File: src/rtl/pipe_chain_if.sv
// pipe_chain_if: valid/ready stream carrying a WIDTH-bit payload.
// master drives valid/data and samples ready; slave does the reverse.
interface pipe_chain_if #(
    parameter int WIDTH = 16
);
    logic             valid;
    logic [WIDTH-1:0] data;
    logic             ready;

    modport master (output valid, output data, input ready);
    modport slave  (input valid, input data, output ready);
endinterface

File: src/rtl/pipe_chain.sv
// pipe_chain: elastic register chain with per-stage hold and flush,
// bubble collapse and a saturating count of killed beats.
// Ports: clk; reset (async, active low); up (stream in, stage 0);
// down (stream out, stage STAGES-1); hold/flush (per stage, bit 0 is
// youngest); stage_valid, occupancy, kill_cnt (status).
module pipe_chain #(
    parameter int WIDTH      = 16,
    parameter int STAGES     = 4,
    parameter bit FLUSH_ZERO = 1'b1,
    parameter int CNT_W      = 8
) (
    input  logic                        clk,
    input  logic                        reset,
    pipe_chain_if.slave                 up,
    pipe_chain_if.master                down,
    input  logic [STAGES-1:0]           hold,
    input  logic [STAGES-1:0]           flush,
    output logic [STAGES-1:0]           stage_valid,
    output logic [$clog2(STAGES+1)-1:0] occupancy,
    output logic [CNT_W-1:0]            kill_cnt
);
    localparam int OCC_W = $clog2(STAGES + 1);
    localparam int SUM_W = CNT_W + OCC_W + 1;

    logic [STAGES-1:0] v;
    logic [STAGES-1:0] ev;
    logic [STAGES-1:0] stall;
    logic [STAGES-1:0] src_v;
    logic [STAGES-1:0] nv;
    logic [WIDTH-1:0]  d     [STAGES];
    logic [WIDTH-1:0]  src_d [STAGES];
    logic [WIDTH-1:0]  nd    [STAGES];
    logic [OCC_W-1:0]  occ;
    logic [OCC_W-1:0]  kills;
    logic [SUM_W-1:0]  sum;
    logic [CNT_W-1:0]  kill_nxt;

    assign ev = v & ~flush;

    // Stall ripples from the output end back towards stage 0.
    always_comb begin : stall_chain
        logic s;
        s = hold[STAGES-1] | (ev[STAGES-1] & ~down.ready);
        stall[STAGES-1] = s;
        for (int i = STAGES - 2; i >= 0; i--) begin
            s = hold[i] | (ev[i] & s);
            stall[i] = s;
        end
    end

    always_comb begin
        src_v[0] = up.valid;
        src_d[0] = up.data;
        for (int i = 1; i < STAGES; i++) begin
            // A held stage keeps its beat, so the stage after it
            // takes a bubble rather than a copy.
            src_v[i] = ev[i-1] & ~hold[i-1];
            src_d[i] = d[i-1];
        end
    end

    always_comb begin
        for (int i = 0; i < STAGES; i++) begin
            nv[i] = stall[i] ? ev[i] : src_v[i];
            nd[i] = stall[i] ? d[i] : src_d[i];
            if (FLUSH_ZERO && !nv[i]) begin
                nd[i] = '0;
            end
        end
    end

    always_comb begin
        occ   = '0;
        kills = '0;
        for (int i = 0; i < STAGES; i++) begin
            if (v[i]) begin
                occ = occ + OCC_W'(1);
            end
            if (v[i] & flush[i]) begin
                kills = kills + OCC_W'(1);
            end
        end
        sum = SUM_W'(kill_cnt) + SUM_W'(kills);
        if (sum > SUM_W'({CNT_W{1'b1}})) begin
            kill_nxt = '1;
        end else begin
            kill_nxt = sum[CNT_W-1:0];
        end
    end

    always_ff @(posedge clk or negedge reset) begin
        if (!reset) begin
            v        <= '0;
            kill_cnt <= '0;
            for (int i = 0; i < STAGES; i++) begin
                d[i] <= '0;
            end
        end else begin
            v        <= nv;
            kill_cnt <= kill_nxt;
            for (int i = 0; i < STAGES; i++) begin
                d[i] <= nd[i];
            end
        end
    end

    assign up.ready    = ~stall[0];
    assign down.valid  = ev[STAGES-1] & ~hold[STAGES-1];
    assign down.data   = d[STAGES-1];
    assign stage_valid = v;
    assign occupancy   = occ;
endmodule
File: src/flat_wrapper.sv
// flat-port wrapper written by rule: the top's interface ports become plain ports
module pipe_chain_flat 
#(
    parameter int WIDTH      = 16,
    parameter int STAGES     = 4,
    parameter bit FLUSH_ZERO = 1'b1,
    parameter int CNT_W      = 8
)
  (clk, reset, hold, flush, stage_valid, occupancy, kill_cnt, up_valid, up_data, up_ready, down_valid, down_data, down_ready);
  pipe_chain_if #(.WIDTH(WIDTH)) up_i ();
  pipe_chain_if #(.WIDTH(WIDTH)) down_i ();
  input  logic clk;
  input  logic reset;
  input  logic [STAGES-1:0] hold;
  input  logic [STAGES-1:0] flush;
  output logic [STAGES-1:0] stage_valid;
  output logic [$clog2(STAGES+1)-1:0] occupancy;
  output logic [CNT_W-1:0] kill_cnt;
  input wire logic [$bits(up_i.valid)-1:0] up_valid;
  input wire logic [$bits(up_i.data)-1:0] up_data;
  output wire logic [$bits(up_i.ready)-1:0] up_ready;
  output wire logic [$bits(down_i.valid)-1:0] down_valid;
  output wire logic [$bits(down_i.data)-1:0] down_data;
  input wire logic [$bits(down_i.ready)-1:0] down_ready;
  assign up_i.valid = up_valid;
  assign up_i.data = up_data;
  assign up_ready = up_i.ready;
  assign down_valid = down_i.valid;
  assign down_data = down_i.data;
  assign down_i.ready = down_ready;
  pipe_chain #(.WIDTH(WIDTH), .STAGES(STAGES), .FLUSH_ZERO(FLUSH_ZERO), .CNT_W(CNT_W)) u_core (.clk(clk), .reset(reset), .up(up_i), .down(down_i), .hold(hold), .flush(flush), .stage_valid(stage_valid), .occupancy(occupancy), .kill_cnt(kill_cnt));
endmodule
File: config.mk
export PLATFORM = sky130hd
export DESIGN_NAME = pipe_chain_flat
export DESIGN_NICKNAME = d
export VERILOG_FILES = /design/src/rtl/pipe_chain_if.sv /design/src/rtl/pipe_chain.sv /design/src/flat_wrapper.sv
export SDC_FILE = /design/constraint.sdc
export NUM_CORES = 1
export LEC_CHECK = 0
export ABC_AREA = 1
export CORE_ASPECT_RATIO = 0.5
export CORE_MARGIN = 2
export CORE_UTILIZATION = 51
export DETAILED_ROUTE_END_ITERATION = 16
export DONT_BUFFER_PORTS = 1
export HOLD_SLACK_MARGIN = 0.06
export MAX_ROUTING_LAYER = met4
export PLACE_DENSITY_LB_ADDON = 0.15
export SYNTH_ARGS = -nofsm -noshare
export SYNTH_HDL_FRONTEND = slang
export SYNTH_SLANG_ARGS = --single-unit
File: constraint.sdc
create_clock -name clk -period 3.8 [get_ports clk]
set_clock_uncertainty 0.15 [all_clocks]
set_input_delay 0.76 -clock clk [delete_from_list [all_inputs] [get_ports clk]]
set_output_delay 0.76 -clock clk [all_outputs]
set_load 0.01 [all_outputs]
==> qor.yml <==
run_status:
  status: "completed"
setup_path:
  path_class: "reg2out"
  cp.arrival_ns: 2.17
  crit_fanout: 5
  end_kind: "output pin"
  worst_ep_required_time_ns: 2.89
  startpoint_type: "flop"
final_layout:
  multi_input_area_um2: 1286
  finalNetCount: 410
  fin_util_pct: 56.51
  layout-area-overhead-vs-synth_pct: 6.272
  regArea_um2: 1902
  layout-drive-gt1-share_pct: 10.55
  nFillCells: 607
  antennaDiodeCount: 0
  layout_commonest_cell: "nand2_1"
  layout_common_cells: "nand2_1, dfrtp_1, nand3_1"
cts:
  clk_pin_slew_worst_paths_ns: 0.06
  root_buffer: "clkbuf_16"
  ctsResizeCount: 0
  numCtsBuffers: 9
  clock_path_buffers: 2
  cts_tree: "built"
  clkSinkCount: 76
  cts_setup_buffers: 0
  htree_levels: 3
  clk_latency_ns: 0.33
floorplanning:
  die_x_um: 122.7
  initial_utilization_pct: 53.18
  rows: 21
  die-area_um2: 7769
  io_pins: 61
  die_h_um: 63.34
  coreArea_um2: 6753
timing:
  final.setup.tns_ns: 0
  clock.fmax_mhz: 324.9
  rsz0062_at_grt: "false"
  drv_slew: 0
  finalCriticalPeriod_ns: 3.078
  fin_crit_sh_pct: 80.99
  hold_viol_final: 0
  setup_violations: 0
  tightest_slew_ns: 0.6918
  maxSlewHeadroom_pct: 53.83
placed_design:
  io_buffers: 0
  dp_hpwl_mm: 5.066
  gp_congestion: 0.9196
synth:
  avgSynthCellArea_um2: 9.184
  syn_nets: 427
  ys_types: 31
  async_flop_share_pct: 100.0
  yosys_most_used_dff: "dfrtp_1"
  synth_edf_count: 0
  syn-instance-count: 391
  syn-cell-area_um2: 3591
  ys_ff_latch: 76
  ys_seq_area_share_pct: 52.96
  ys.warnings.count: 0
pwr:
  p_per_area_nw_per_um2: 492.0
  leakagePower_nw: 1.851
  ir_worst_vdd_v: 0.0002803
  power_mw: 1.878
routing:
  post_drt_wl_per_cell_um: 14.80
  routed_wl_mm: 6.969
  avgViaCountPerCell: 5.170
  firstDrtPassIters: 4
  drt-initial-drc-count: 183
  final_antenna_net_count: 0
  vias: 2435
  drc_errors: 0
global_routing:
  grt.total_usage_pct: 20.77
  grt_max_degree: 77
  grt_pass1_vias: 2351
  gr-total-overflow: 0
  antenna_found_initial: 0
  grt_pass1_wl_mm: 11.83
run:
  cap_violations: 0
worst_hold_path:
  worstHoldPathType: "in2async"
## area by class of cell
class                   count  share of cell area (%)
clock buffers              15                   7.279
clock inverters             1                  0.1311
inverters                  54                   5.311
multi-input cells         232                   33.70
flip-flops and latches     76                   49.84
well taps                  92                   3.016
repair buffers              1                  0.7213
## Yosys cell counts (2+ instances only)
master    number  area [µm²]
nand3_1       64       320.3
xnor2_1        2       17.52
inv_1         52       195.2
nor2_1         5       18.77
buf_4         18       135.1
buf_2          4       20.02
inv_2          2       7.510
or2_2          4       25.02
dfrtp_1       76        1902
nand3_2       13       130.1
xor2_1         4       35.03
nand2_1       80       300.3
o22ai_1       16       100.1
nand4_1        3       18.77
nor2_2         2       12.51
clkbuf_1       4       15.01
o21ai_0       20       100.1
ha_1           7       87.58
o21ai_1        3       15.01
## cell families after synthesis
group,after synthesis,synth area share [%]
AND/OR/NAND/NOR,177,25.05
XOR/XNOR,6,1.463
buffers and inverters,83,11.22
flip-flops,76,52.96
AO/OA/AOI/OAI,41,6.307
adder cells (fa/ha/maj),8,2.996
## stage by stage
step           cells  worst slack (ns)  cell area [µm²]  hold WS [ns]
2_1_floorplan    391            0.7498             3591        0.2927
3_5_place_dp     454            0.4741             3506        0.3167
5_1_grt          471            0.5038             3816        0.1768
3_3_place_gp     454            0.5998             3506        0.3137
6_report         471            0.7224             3816        0.1560
4_1_cts          471            0.6952             3816        0.1676
## sequential cells by signal, summed over array words and instances (netlist names)
name                cells
u_core.kill_cnt         8
u_core.down.data       16
u_core.d               48
u_core.stage_valid      4
## worst paths after layout
path / startpoint / end / slack, ns / cells past startpoint
setup / recovery: u_core.stage_valid[1] / occupancy[2] / 0.72 / 6
hold / removal: reset / u_core.kill_cnt[2] / 0.16 / 1
setup reg to reg: u_core.stage_valid[0] / u_core.kill_cnt[3] / 0.76 / 14
hold reg to reg: u_core.d[61] / u_core.d[45] / 0.33 / 2
max in group asynchronous: reset / u_core.d[59] / 3.04 / 1
min in group clk: u_core.d[61] / u_core.d[45] / 0.33 / 2
## worst max-delay path: stages (launching register included)
cell,delay [ns]
dfrtp_1,0.45
inv_1,0.15
ha_1,0.34
xor2_1,0.30
ha_1,0.22
nand2_1,0.08
xor2_1,0.28
## layer usage
layer	track usage [%]	wire length, µm	up-vias
met4	6.466	86	0
met5	-	0	-
met2	25.83	2697	69
li1	-	-	1226
met1	30.42	3635	1131
met3	8.333	550	9
## power breakdown
part | switching (mW) | total, mW | internal, mW | leakage [nW]
Sequential | 0.0612 | 0.916 | 0.855 | 1.04
Clock | 0.305 | 0.800 | 0.495 | 0.140
Combinational | 0.107 | 0.162 | 0.0552 | 0.673
Total | 0.473 | 1.88 | 1.40 | 1.85
## timing repair
| item | CTS | global route |
|---|---|---|
| endpoints found under the hold margin | 76 | 0 |
| hold buffers | 1 | 0 |
| setup endpoints to repair | 0 | 0 |
Power figures use the tool's default switching activity.
